### config.mk
export PLATFORM = sky130hd
export DESIGN_NAME = peri_cmd_bridge_flat
export DESIGN_NICKNAME = d
export VERILOG_FILES = /design/src/rtl/peri_cmd_bridge_if.sv /design/src/rtl/peri_cmd_bridge.sv /design/src/flat_wrapper.sv
export SDC_FILE = /design/constraint.sdc
export NUM_CORES = 1
export LEC_CHECK = 0
export CAP_MARGIN = 20
export CORE_UTILIZATION = 58
export CTS_CLUSTER_DIAMETER = 60
export DETAILED_ROUTE_END_ITERATION = 7
export GPL_TIMING_DRIVEN = 1
export PLACE_DENSITY = 0.82
export SLEW_MARGIN = 20
export SYNTH_ARGS = -nofsm -noshare
export SYNTH_HDL_FRONTEND = slang
export SYNTH_SLANG_ARGS = --single-unit
### constraint.sdc
create_clock -name clk_i -period 9.9 [get_ports clk_i]
set_input_delay 0.99 -clock clk_i [delete_from_list [all_inputs] [get_ports clk_i]]
set_output_delay 0.99 -clock clk_i [all_outputs]
set_load 0.1 [all_outputs]
### src/rtl/peri_cmd_bridge_if.sv
// Core-side MMIO request/response bundle used by peri_cmd_bridge.
interface peri_cmd_bridge_if;
  logic        req_valid;
  logic        req_ready;
  logic        req_we;
  logic [31:0] req_addr;
  logic [31:0] req_wdata;
  logic        rsp_valid;
  logic [31:0] rsp_rdata;

  modport master (output req_valid, req_we, req_addr, req_wdata,
                  input  req_ready, rsp_valid, rsp_rdata);
  modport slave  (input  req_valid, req_we, req_addr, req_wdata,
                  output req_ready, rsp_valid, rsp_rdata);
endinterface

### src/rtl/peri_cmd_bridge.sv
// Buffers MMIO requests and replays them as one-cycle peripheral strobes; returns read data.
// Optional issued-command counters are built when PERI_CMD_STATS_EN is defined.
module peri_cmd_bridge #(
  parameter int unsigned FIFO_DEPTH = 4,
  parameter int unsigned MIN_GAP    = 1,
  parameter int unsigned READ_LAT   = 1,
  parameter logic [31:0] IDLE_ADDR  = 32'h0
) (
  input  logic             clk_i,
  input  logic             rst_i,
  peri_cmd_bridge_if.slave core_if,
  output logic [31:0]      peri_address_o,
  output logic [31:0]      peri_data_o,
  input  logic [31:0]      peri_data_i,
`ifdef PERI_CMD_STATS_EN
  input  logic             stat_clr_i,
  output logic [15:0]      stat_wr_o,
  output logic [15:0]      stat_rd_o,
`endif
  output logic             busy_o
);

  localparam int unsigned   PW       = $clog2(FIFO_DEPTH);
  localparam int unsigned   CW       = PW + 1;
  localparam logic [CW-1:0] FULL_CNT = CW'(FIFO_DEPTH);
  localparam logic [2:0]    LAT_LOAD = 3'(READ_LAT - 1);
  localparam bit            HAS_GAP  = (MIN_GAP > 0);
  localparam logic [3:0]    GAP_LOAD = HAS_GAP ? 4'(MIN_GAP - 1) : 4'd0;

  logic [64:0]   mem_q [FIFO_DEPTH];
  logic [PW-1:0] wr_ptr_q, rd_ptr_q;
  logic [CW-1:0] count_q, count_d;
  logic          push, pop, fifo_ne;
  logic [64:0]   head;

  assign core_if.req_ready = (count_q != FULL_CNT);
  assign push    = core_if.req_valid && core_if.req_ready;
  assign fifo_ne = (count_q != '0);
  assign head    = mem_q[rd_ptr_q];

  always_ff @(posedge clk_i) begin
    if (push) mem_q[wr_ptr_q] <= {core_if.req_we, core_if.req_addr, core_if.req_wdata};
  end

  always_comb begin
    count_d = count_q;
    case ({push, pop})
      2'b10:   count_d = count_q + 1'b1;
      2'b01:   count_d = count_q - 1'b1;
      default: count_d = count_q;
    endcase
  end

  always_ff @(posedge clk_i or posedge rst_i) begin
    if (rst_i) begin
      wr_ptr_q <= '0;
      rd_ptr_q <= '0;
      count_q  <= '0;
    end else begin
      if (push) wr_ptr_q <= wr_ptr_q + 1'b1;
      if (pop)  rd_ptr_q <= rd_ptr_q + 1'b1;
      count_q <= count_d;
    end
  end

  // IDLE: wait/pop | ISSUE: strobe visible | RD_WAIT: read latency | GAP: forced idle spacing
  typedef enum logic [1:0] {S_IDLE, S_ISSUE, S_RD_WAIT, S_GAP} state_e;

  state_e      state_q, state_d;
  logic [31:0] addr_q, addr_d, data_q, data_d, rdata_q, rdata_d;
  logic        rd_q, rd_d, rsp_q, rsp_d, take;
  logic [2:0]  lat_q, lat_d;
  logic [3:0]  gap_q, gap_d;

  always_comb begin
    state_d = state_q;
    take    = 1'b0;
    addr_d  = IDLE_ADDR;
    data_d  = '0;
    rd_d    = rd_q;
    lat_d   = lat_q;
    gap_d   = gap_q;
    rsp_d   = 1'b0;
    rdata_d = rdata_q;
    case (state_q)
      S_IDLE: begin
        if (fifo_ne) take = 1'b1;
      end
      S_ISSUE: begin
        if (rd_q) begin
          state_d = S_RD_WAIT;
          lat_d   = LAT_LOAD;
        end else if (HAS_GAP) begin
          state_d = S_GAP;
          gap_d   = GAP_LOAD;
        end else if (fifo_ne) begin
          take = 1'b1;
        end else begin
          state_d = S_IDLE;
        end
      end
      S_RD_WAIT: begin
        if (lat_q == '0) begin
          rsp_d   = 1'b1;
          rdata_d = peri_data_i;
          if (HAS_GAP) begin
            state_d = S_GAP;
            gap_d   = GAP_LOAD;
          end else begin
            state_d = S_IDLE;
          end
        end else begin
          lat_d = lat_q - 1'b1;
        end
      end
      S_GAP: begin
        // the last gap cycle pops directly so spacing is exactly MIN_GAP idle cycles
        if (gap_q == '0) begin
          if (fifo_ne) take = 1'b1;
          else         state_d = S_IDLE;
        end else begin
          gap_d = gap_q - 1'b1;
        end
      end
      default: state_d = S_IDLE;
    endcase
    if (take) begin
      state_d = S_ISSUE;
      addr_d  = head[63:32];
      data_d  = head[64] ? head[31:0] : 32'h0;
      rd_d    = ~head[64];
    end
  end

  assign pop = take;

  always_ff @(posedge clk_i or posedge rst_i) begin
    if (rst_i) begin
      state_q <= S_IDLE;
      addr_q  <= IDLE_ADDR;
      data_q  <= '0;
      rd_q    <= 1'b0;
      lat_q   <= '0;
      gap_q   <= '0;
      rsp_q   <= 1'b0;
      rdata_q <= '0;
    end else begin
      state_q <= state_d;
      addr_q  <= addr_d;
      data_q  <= data_d;
      rd_q    <= rd_d;
      lat_q   <= lat_d;
      gap_q   <= gap_d;
      rsp_q   <= rsp_d;
      rdata_q <= rdata_d;
    end
  end

  assign peri_address_o    = addr_q;
  assign peri_data_o       = data_q;
  assign core_if.rsp_valid = rsp_q;
  assign core_if.rsp_rdata = rdata_q;
  assign busy_o            = fifo_ne || (state_q != S_IDLE);

`ifdef PERI_CMD_STATS_EN
  logic [15:0] stat_wr_q, stat_rd_q;

  always_ff @(posedge clk_i or posedge rst_i) begin
    if (rst_i) begin
      stat_wr_q <= '0;
      stat_rd_q <= '0;
    end else if (stat_clr_i) begin
      stat_wr_q <= '0;
      stat_rd_q <= '0;
    end else if (state_q == S_ISSUE) begin
      if (rd_q) begin
        if (stat_rd_q != 16'hFFFF) stat_rd_q <= stat_rd_q + 1'b1;
      end else begin
        if (stat_wr_q != 16'hFFFF) stat_wr_q <= stat_wr_q + 1'b1;
      end
    end
  end

  assign stat_wr_o = stat_wr_q;
  assign stat_rd_o = stat_rd_q;
`endif

endmodule

### src/flat_wrapper.sv
// flat-port wrapper written by rule: the top's interface ports become plain ports
module peri_cmd_bridge_flat 
#(
  parameter int unsigned FIFO_DEPTH = 4,
  parameter int unsigned MIN_GAP    = 1,
  parameter int unsigned READ_LAT   = 1,
  parameter logic [31:0] IDLE_ADDR  = 32'h0
)
  (clk_i, rst_i, peri_address_o, peri_data_o, peri_data_i, busy_o, core_if_req_valid, core_if_req_we, core_if_req_addr, core_if_req_wdata, core_if_req_ready, core_if_rsp_valid, core_if_rsp_rdata);
  peri_cmd_bridge_if core_if_i ();
  input  logic clk_i;
  input  logic rst_i;
  output logic [31:0] peri_address_o;
  output logic [31:0] peri_data_o;
  input  logic [31:0] peri_data_i;
  output logic busy_o;
  input wire logic [$bits(core_if_i.req_valid)-1:0] core_if_req_valid;
  input wire logic [$bits(core_if_i.req_we)-1:0] core_if_req_we;
  input wire logic [$bits(core_if_i.req_addr)-1:0] core_if_req_addr;
  input wire logic [$bits(core_if_i.req_wdata)-1:0] core_if_req_wdata;
  output wire logic [$bits(core_if_i.req_ready)-1:0] core_if_req_ready;
  output wire logic [$bits(core_if_i.rsp_valid)-1:0] core_if_rsp_valid;
  output wire logic [$bits(core_if_i.rsp_rdata)-1:0] core_if_rsp_rdata;
  assign core_if_i.req_valid = core_if_req_valid;
  assign core_if_i.req_we = core_if_req_we;
  assign core_if_i.req_addr = core_if_req_addr;
  assign core_if_i.req_wdata = core_if_req_wdata;
  assign core_if_req_ready = core_if_i.req_ready;
  assign core_if_rsp_valid = core_if_i.rsp_valid;
  assign core_if_rsp_rdata = core_if_i.rsp_rdata;
  peri_cmd_bridge #(.FIFO_DEPTH(FIFO_DEPTH), .MIN_GAP(MIN_GAP), .READ_LAT(READ_LAT), .IDLE_ADDR(IDLE_ADDR)) u_core (.clk_i(clk_i), .rst_i(rst_i), .core_if(core_if_i), .peri_address_o(peri_address_o), .peri_data_o(peri_data_o), .peri_data_i(peri_data_i), .busy_o(busy_o));
endmodule
==> metrics.txt, run 1 <==
status finished clean; WS Path Type flop to primary output; commonest non-fill, non-tap cells in the layout edfxtp_1, clkdlybuf4s50_1, dfrtp_1; CTS tree done; period utilization a little over a third; setup TNS 0 ns; data arrival time of the critical path ~2.6 ns; final instance area about 0.017 mm²; multi-input logic area 0.00288 mm²; Max-slew headroom 30.2%; vias in the first global route 7,500; Hold Path Stages 1; fin util 74.1%; slowest stage cell on the critical path clkdlybuf4s50_1; Synth Cell Area about 0.014 mm²; Final WS setup 6.36 ns; Starting Density between 50% and 60%; register area ~0.011 mm²; Worst Hold Class flop to flop; Root Buffer clkbuf_16; Synth Instances 660; Synth cell types 44; worst-path maximum fanout 5; starting DRC count in detailed routing 391; Std-Cell Rows 56; Critical Path End Type primary output; CTS Buffer Depth 3; CTS clk-pin slew, worst paths ~0.060 ns; Layout area overhead 25.6%; CP peak stage delay 1.13 ns; Final min period 3.54 ns; Buffers on Ports 198; diodes inserted 0; Placer Congestion 0.772; area fraction of the dominant cell type after synthesis between 50 and 60%; ys async rst share 30.5%; Die X 156 µm; post-route ant nets 0; Mapped Nets roughly 780; Reg2Reg Depth 9; final setup fails 0; leading area contributor after synthesis edfxtp_1; Worst setup SP type flop; Syn. warnings 0; core area 0.0234 mm²; layout cells sized above 1 18.8%; synth top area cells edfxtp_1, dfrtp_1, mux4_2, mux2_2, and3_1; Die Y around 160 µm; EDFF count, synth 260; die area between 0.02 and 0.025 mm²; cts hold-fix bufs 0; All-Layer GR Usage 23.6%; GRT overflow 0; Routed WL 27.8 mm; Top Ports 199; post_cts resized 0; Slew @ Worst Pin 1.05 ns; WP data required between 8 and 9 ns; Clock Skews around 0.028 ns; routed vias roughly 7,000; Post-CTS Setup Repair Bufs 0; Synth Register Bits 374; largest net degree at the start of global routing 85; Hold Fails Final Rpt 0; # H-tree levels 2; RSZ-0062 raised after global routing no; sequential element share of the synthesized area between 70% and 80%; WL/cell ~23 µm; maximum clock rate 283 MHz; HPWL Detailed ~15 mm; clk_lat worst skew 0.52 ns; # fillers 1,379; drt pass-1 iters 5; commonest non-fill, non-tap cell in the layout edfxtp_1; worst path cell trace inv_1 > ha_1 > nand2_1 > clkdlybuf4s50_1; nets 986; Final Slew Violations 0; CTS sink count ~370; vias per cell 5.72; number of max-cap violations 0; first-pass GRT wire length 42.3 mm; Place WS 6.78 ns; Mean Syn Cell Area roughly 21 µm²; Num CTS Buffers 37; Post-synth top flop edfxtp_1; Post-Place Cell Area between 0.015 and 0.02 mm²; initial antenna violation count 1; # DRC 0
-- metal layers --
metal / vias to the layer above / GRT usage [%] / share of wire, %
met5: - / 0 / 0.047
met4: 2 / 6.58 / 2.1
met3: 52 / 4.54 / 6.8
met2: 319 / 41.5 / 52
met1: 3612 / 30.2 / 39
li1: 2985 / - / -
-- cells by family (layout without fill, tap and decap cells) --
family	count (synthesis)	in the layout	share of synthesized area (%)
AOI/OAI and AO/OA	22	22	1.30
muxes	101	101	13.5
DFF	374	374	77.3
and+or+nand+nor	92	92	4.05
adders and majority gates	16	16	1.51
buffers and inverters	49	288	1.97
xor gates and xnor gates	6	6	0.381
-- final timing paths --
check | startpoint | to | slack, ns
setup / recovery | u_core.state_q[1] | busy_o | 6.36
hold / removal | u_core.core_if.rsp_rdata[15] | u_core.core_if.rsp_rdata[15] | 0.50
setup reg to reg | u_core.state_q[1] | u_core.count_q[2] | 6.73
hold reg to reg | u_core.core_if.rsp_rdata[15] | u_core.core_if.rsp_rdata[15] | 0.50
max in group asynchronous | rst_i | u_core.rd_ptr_q[0] | 7.90
min in group asynchronous | rst_i | u_core.peri_data_o[5] | 0.84
-- worst max-delay path: cells and delay by family, from the launching register on --
| kind | cells | cell delay (ns) |
|---|---|---|
| adders and majority gates | 1 | 0.23 |
| DFF | 1 | 0.45 |
| and+or+nand+nor | 1 | 0.08 |
| buffers and inverters | 2 | 1.28 |
-- metrics by stage --
stage	hold slack [ns]	cells
floorplan	0.473	660
global placement	0.486	1150
detailed placement	0.493	1150
CTS	0.506	1218
global route	0.522	1218
finish	0.503	1218
-- synthesized netlist by cell type, types with 4 or more instances --
library cell,count
and2_1,33
and3_1,36
buf_2,14
buf_6,4
clkbuf_1,8
dfrtp_1,114
edfxtp_1,260
ha_1,15
inv_1,19
mux2_2,33
mux4_2,65
nand2_1,8
o21ai_0,5
-- final cells by class --
cell class	instances	share of cell area, %
timing repair buffer	201	11.6
inverter	19	0.426
clock inverter	18	1.52
sequential	374	61.6
tap	319	2.30
multi-input combinational	237	16.6
clock buffer	50	5.98
-- registers in the layout, summed over array words and instances, names as in the netlist, 3 cells and up --
| signal | cells |
|---|---|
| u_core.gap_q | 4 |
| u_core.mem_q | 260 |
| u_core.peri_address_o | 32 |
| u_core.peri_data_o | 32 |
| u_core.core_if.rsp_rdata | 32 |
| u_core.count_q | 3 |
| u_core.lat_q | 3 |
Power of run 1 is not shown: default switching activity piles up to over one toggle a cycle in this logic, so the estimate is an artifact.
==> run 2: changes to the inputs <==
--- a/config.mk
+++ b/config.mk
@@ -6,11 +6,11 @@
 export NUM_CORES = 1
 export LEC_CHECK = 0
 export CAP_MARGIN = 20
-export CORE_UTILIZATION = 58
+export CORE_UTILIZATION = 54
 export CTS_CLUSTER_DIAMETER = 60
 export DETAILED_ROUTE_END_ITERATION = 7
 export GPL_TIMING_DRIVEN = 1
-export PLACE_DENSITY = 0.82
+export PLACE_DENSITY = 0.77
 export SLEW_MARGIN = 20
 export SYNTH_ARGS = -nofsm -noshare
 export SYNTH_HDL_FRONTEND = slang
==> constraint.sdc (replaced) <==
create_clock -name clk_i -period 3.33 [get_ports clk_i]
set_input_delay 0.333 -clock clk_i [delete_from_list [all_inputs] [get_ports clk_i]]
set_output_delay 0.333 -clock clk_i [all_outputs]
set_load 0.1 [all_outputs]
==> run 2 against run 1 <==
  * Sequential cell count unchanged
  * Register-to-register slack worse by 5.9 ns
  * Clock skew down 0.020 ns
  * Die area up 7.3%
  * Critical path depth up 5
  * Routed wire length down 2.5%
  * Global-route usage down 2.3 points
  * Via count down 2.1%
  * Critical path type is now flop to flop
  * Largest cell class unchanged
==> metrics.txt, run 2 (synthesized netlist as in run 1, its figures left out) <==
final setup fails 0 (unchanged); commonest non-fill, non-tap cells in the layout edfxtp_1, clkdlybuf4s50_1, dfrtp_1 (unchanged); Final Slew Violations 0 (unchanged); setup TNS 0 ns (unchanged); HPWL Detailed 15.9 mm (was 15.5 mm); most flop-heavy register u_core.mem_q (unchanged); maximum clock rate 403 MHz; Placer Congestion 0.773 (was 0.772); routed vias 6,822 (was 6,970); CTS Buffer Depth 3 (unchanged); drt pass-1 iters 4 (was 5); Final WS setup 0.847 ns (was 6.36 ns); Slew @ Worst Pin 1.02 ns (was 1.05 ns); layout cells sized above 1 19.2% (was 18.8%); status finished clean (unchanged); Layout area overhead 25.6% (unchanged); Std-Cell Rows 58 (was 56); starting DRC count in detailed routing 403 (was 391); post_cts resized 0 (unchanged); core area 0.0251 mm² (was 0.0234 mm²); Routed WL 27.1 mm (was 27.8 mm); vias per cell 5.51 (was 5.72); Buffers on Ports 198 (unchanged); Die X 162 µm (was 156 µm); worst reg2reg path endpoint u_core.count_q[2] (unchanged); first-pass GRT wire length 41.8 mm (was 42.3 mm); Place WS 0.942 ns (was 6.78 ns); final instance area 0.0173 mm² (unchanged); largest net degree at the start of global routing 70 (was 85); Die Y 162 µm (was 156 µm); Worst setup SP type flop (unchanged); internal reg-to-reg setup slack 0.85 ns (was 6.73 ns); post-route ant nets 0 (unchanged); commonest non-fill, non-tap cell in the layout edfxtp_1 (unchanged); CTS clk-pin slew, worst paths 0.06 ns (about the same); CTS sink count 374 (unchanged); nets 991 (was 986); max FFs per register 260 (unchanged); data arrival time of the critical path 2.91 ns (was 2.55 ns); Min Hold Slack 0.359 ns (was 0.503 ns); vias in the first global route 7,303 (was 7,500); Clock Skews 0.00837 ns (was 0.0282 ns); # DRC 0 (unchanged); Reg2Reg Depth 9 (unchanged); worst-path maximum fanout 8 (was 5); cts hold-fix bufs 0 (unchanged); WS Path Type flop to flop (was flop to primary output); reg-to-reg startpoint u_core.state_q[0] (was u_core.state_q[1]); initial antenna violation count 5 (was 1); Worst Hold Class primary input to asynchronous set/reset pin (was flop to flop); Starting Density 54.9% (was 58.9%); CTS tree done (unchanged); GRT overflow 0 (unchanged); RSZ-0062 raised after global routing no (unchanged); Num CTS Buffers 37 (unchanged); WL/cell 21.9 µm (was 22.8 µm); Max-slew headroom 31.7% (was 30.2%); Hold Fails Final Rpt 0 (unchanged); Post-Place Cell Area 0.0161 mm² (was 0.0160 mm²); Root Buffer clkbuf_16 (unchanged); # H-tree levels 2 (unchanged); die area 0.0262 mm² (was 0.0244 mm²); number of max-cap violations 0 (unchanged); Top Ports 199 (unchanged); All-Layer GR Usage 21.3% (was 23.6%); period utilization about 75%; WP data required 3.76 ns (was 8.91 ns); clk_lat worst skew 0.51 ns (was 0.52 ns); Post-CTS Setup Repair Bufs 0 (unchanged); Final min period 2.48 ns; Critical Path End Type flop (was primary output)
## run 2: cell types whose count changed in the layout (fill, tap and decap cells not counted), moves of 4 or more
| cell | before | now |
|---|---|---|
| buf_4 | 2 | 7 |
| bufinv_16 | 6 | 2 |
| clkinv_1 | 1 | 6 |
| diode_2 | 0 | 4 |
## run 2: critical path, stage by stage (launching register included)
cell      delay (ns)
dfrtp_1         0.44
ha_1            0.33
and4bb_4        0.32
o211a_4         0.17
ha_1            0.18
inv_1           0.07
fa_1            0.43
xor2_1          0.16
nor2_1          0.14
xor2_1          0.17
## run 2: cell type report
type,instances,area [µm²]
Antenna cell,4,10.0
Clock buffer,50,1070
Clock inverter,18,141
Fill cell,1573,7780
Inverter,19,75.1
Multi-Input combinational cell,237,2880
Sequential cell,374,10700
Tap cell,330,413
Timing Repair Buffer,206,2070
## run 2: worst max path at each step
stage                        end  depth (start not counted)         startpoint
6_report       u_core.count_q[2]                          9  u_core.state_q[0]
5_1_grt        u_core.count_q[2]                          9  u_core.state_q[0]
4_1_cts        u_core.count_q[2]                          9  u_core.state_q[0]
3_5_place_dp   u_core.count_q[2]                          9  u_core.state_q[0]
3_3_place_gp   u_core.count_q[2]                          9  u_core.state_q[0]
2_1_floorplan  u_core.count_q[2]                         10  u_core.count_q[0]
## run 2: routing by layer
layer | global-route usage, % | share of wire (%)
met1 | 28.3 | 41
met2 | 35.6 | 50
met3 | 4.95 | 6.6
met4 | 5.87 | 1.7
met5 | 0 | 0.048
## run 2: per-stage QoR
stage	std cells	utilization, %
CTS	1234	69.0
floorplan	660	-
finish	1238	69.0
global route	1235	69.0
global placement	1166	64.2
detailed placement	1166	64.2
Power of run 2 is left out for the same reason.
==> run 3: changes to the inputs <==
--- a/config.mk
+++ b/config.mk
@@ -6,11 +6,11 @@
 export NUM_CORES = 1
 export LEC_CHECK = 0
 export CAP_MARGIN = 20
-export CORE_UTILIZATION = 54
+export CORE_UTILIZATION = 49
 export CTS_CLUSTER_DIAMETER = 60
 export DETAILED_ROUTE_END_ITERATION = 7
 export GPL_TIMING_DRIVEN = 1
-export PLACE_DENSITY = 0.77
+export PLACE_DENSITY = 0.74
 export SLEW_MARGIN = 20
 export SYNTH_ARGS = -nofsm -noshare
 export SYNTH_HDL_FRONTEND = slang
==> constraint.sdc (replaced) <==
create_clock -name clk_i -period 2.25 [get_ports clk_i]
set_input_delay 0.225 -clock clk_i [delete_from_list [all_inputs] [get_ports clk_i]]
set_output_delay 0.225 -clock clk_i [all_outputs]
set_load 0.1 [all_outputs]
==> run 3 against run 2 <==
  * Fmax increased by 18%
  * Core utilization shrank 6.4 points
  * First-iteration DRC count up 5.5%
  * Sequential cell count unchanged
  * Routed wire length fell by 4.8%
  * Die area increased by 10%
  * Hold slack worse by 0.19 ns
  * Count of clock-buffer cells in the layout increased by 1
  * Non-clock buffer count is 10 higher
  * Critical path depth up 1
  * Cell count rose by 4.5%
  * Critical path type unchanged
  * Largest cell class unchanged
==> metrics.txt, run 3 (synthesized netlist as in run 1, its figures left out) <==
status finished clean (unchanged); clk_lat worst skew 0.52 ns (was 0.51 ns); Num CTS Buffers 39 (was 37); maximum clock rate 477 MHz (was 403 MHz); nets 1,003 (was 991); commonest non-fill, non-tap cell in the layout edfxtp_1 (unchanged); worst-path maximum fanout 3 (was 8); diodes inserted 0 (was 4); Std-Cell Rows 61 (was 58); Final min period 2.10 ns (was 2.48 ns); initial antenna violation count 1 (was 5); CTS clk-pin slew, worst paths 0.06 ns (about the same); CTS sink count 374 (unchanged); Buffers on Ports 198 (unchanged); final setup fails 0 (unchanged); CP peak stage delay 0.37 ns (was 0.44 ns); Final Slew Violations 0 (unchanged); Slew @ Worst Pin 0.649 ns (was 1.02 ns); layout cells sized above 1 31.0% (was 19.2%); number of max-cap violations 0 (unchanged); WL/cell 19.9 µm (was 21.9 µm); period utilization 93.2% (was 74.6%); routed vias 6,774 (was 6,822); Layout area overhead 25.8% (was 25.6%); Starting Density 49.8% (was 54.9%); # DRC 0 (unchanged); WP data required 2.68 ns (was 3.76 ns); HPWL Detailed 15.7 mm (was 15.9 mm); # fillers 1,940 (was 1,573); Routed WL 25.8 mm (was 27.1 mm); most flop-heavy register u_core.mem_q (unchanged); register area 0.0107 mm² (unchanged); cts hold-fix bufs 0 (unchanged); vias per cell 5.23 (was 5.51); data arrival time of the critical path 2.53 ns (was 2.91 ns); Critical Path End Type flop (unchanged); Placer Congestion 0.709 (was 0.773); All-Layer GR Usage 18.4% (was 21.3%); Worst path top cell family by delay adder cells (unchanged); largest net degree at the start of global routing 70 (unchanged); GRT overflow 0 (unchanged); setup TNS 0 ns (unchanged); CTS tree done (unchanged); starting DRC count in detailed routing 425 (was 403); Top Ports 199 (unchanged); Die X 170 µm (was 162 µm); commonest non-fill, non-tap cells in the layout edfxtp_1, dfrtp_1, buf_4 (was edfxtp_1, clkdlybuf4s50_1, dfrtp_1); slowest stage cell on the critical path dfrtp_1 (unchanged); Worst setup SP type flop (unchanged); RSZ-0062 raised after global routing no (unchanged); drt pass-1 iters 6 (was 4); max FFs per register 260 (unchanged); Max-slew headroom 56.7% (was 31.7%); Post-CTS Setup Repair Bufs 0 (unchanged); post_cts resized 0 (unchanged); Die Y 170 µm (was 162 µm); Root Buffer clkbuf_16 (unchanged); WS Path Type flop to flop (unchanged); Worst Hold Class primary input to asynchronous set/reset pin (unchanged); core area 0.0277 mm² (was 0.0251 mm²); die area 0.0288 mm² (was 0.0262 mm²); Clock Skews 0.0188 ns (was 0.00837 ns); Hold Fails Final Rpt 0 (unchanged); post-route ant nets 0 (unchanged); # H-tree levels 2 (unchanged); vias in the first global route 7,175 (was 7,303); CTS Buffer Depth 3 (unchanged); worst path cell trace inv_1 > ha_1 > and4bb_4 > o211a_4 > ha_4 > inv_1 > fa_2 > xor2_1 > nor2_1 > xor2_1 (was ha_1 > and4bb_4 > o211a_4 > ha_1 > inv_1 > fa_1 > xor2_1 > nor2_1 > xor2_1); first-pass GRT wire length 40.0 mm (was 41.8 mm); multi-input logic area 0.00291 mm² (was 0.00288 mm²); Bufs and invs on worst path 2 (was 1)
[run 3: changes by cell type in the layout (fill, tap and decap cells not counted), moves of 2 or more]
cell / delta
buf_12: +10
buf_4: +97
clkbuf_1: +3
clkbuf_8: -2
clkdlybuf4s50_1: -97
diode_2: -4
ha_1: -2
[run 3: worst reg2reg max path, delay by kind of cell, from the launching register on]
| kind | cells | cell delay [ns] |
|---|---|---|
| AOI/OAI and AO/OA | 1 | 0.21 |
| xor gates and xnor gates | 2 | 0.28 |
| adders and majority gates | 3 | 0.62 |
| buffers and inverters | 2 | 0.14 |
| DFF | 1 | 0.37 |
| and+or+nand+nor | 2 | 0.40 |
[run 3: metal layers]
metal  global-route usage, %  up-vias  routed length, µm  share of wire (%)
met5                       0        -                  0                  0
met4                    4.50        0                402                1.6
met3                    5.46       33               2020                7.8
met2                    30.6      222              12700                 49
met1                    23.9     3489              10700                 42
li1                        -     3030                  -                  -
[run 3: final timing paths]
kind | startpoint | end | slack (ns) | cells after the start
min in group clk_i | peri_data_i[16] | u_core.core_if.rsp_rdata[16] | 0.33 | 2
min | rst_i | u_core.peri_data_o[16] | 0.17 | 3
max | u_core.gap_q[1] | u_core.count_q[2] | 0.15 | 10
max reg2reg | u_core.gap_q[1] | u_core.count_q[2] | 0.15 | 10
max in group asynchronous | rst_i | u_core.peri_address_o[0] | 1.73 | 3
min reg2reg | u_core.core_if.rsp_rdata[19] | u_core.core_if.rsp_rdata[19] | 0.50 | 1
[run 3: layout make-up]
type	instances	area share (%)
flip-flops and latches	374	61.5
multi-input cells	237	16.8
repair buffers	216	11.7
clock buffers	51	6.05
well taps	378	2.72
clock inverters	19	0.843
inverters	19	0.432
[run 3: metrics by stage]
stage | setup WS [ns] | instance area (µm²) | instances | utilization (%) | hold slack (ns)
6_report | 0.154 | 17400 | 1294 | 62.7 | 0.168
3_3_place_gp | 0.142 | 16200 | 1224 | 58.3 | 0.487
4_1_cts | 0.113 | 17400 | 1294 | 62.7 | 0.174
5_1_grt | 0.0281 | 17400 | 1294 | 62.7 | 0.213
2_1_floorplan | 0.0279 | 13800 | 660 | - | 0.324
3_5_place_dp | 0.130 | 16200 | 1224 | 58.3 | 0.493
Power of run 3 is left out for the same reason.
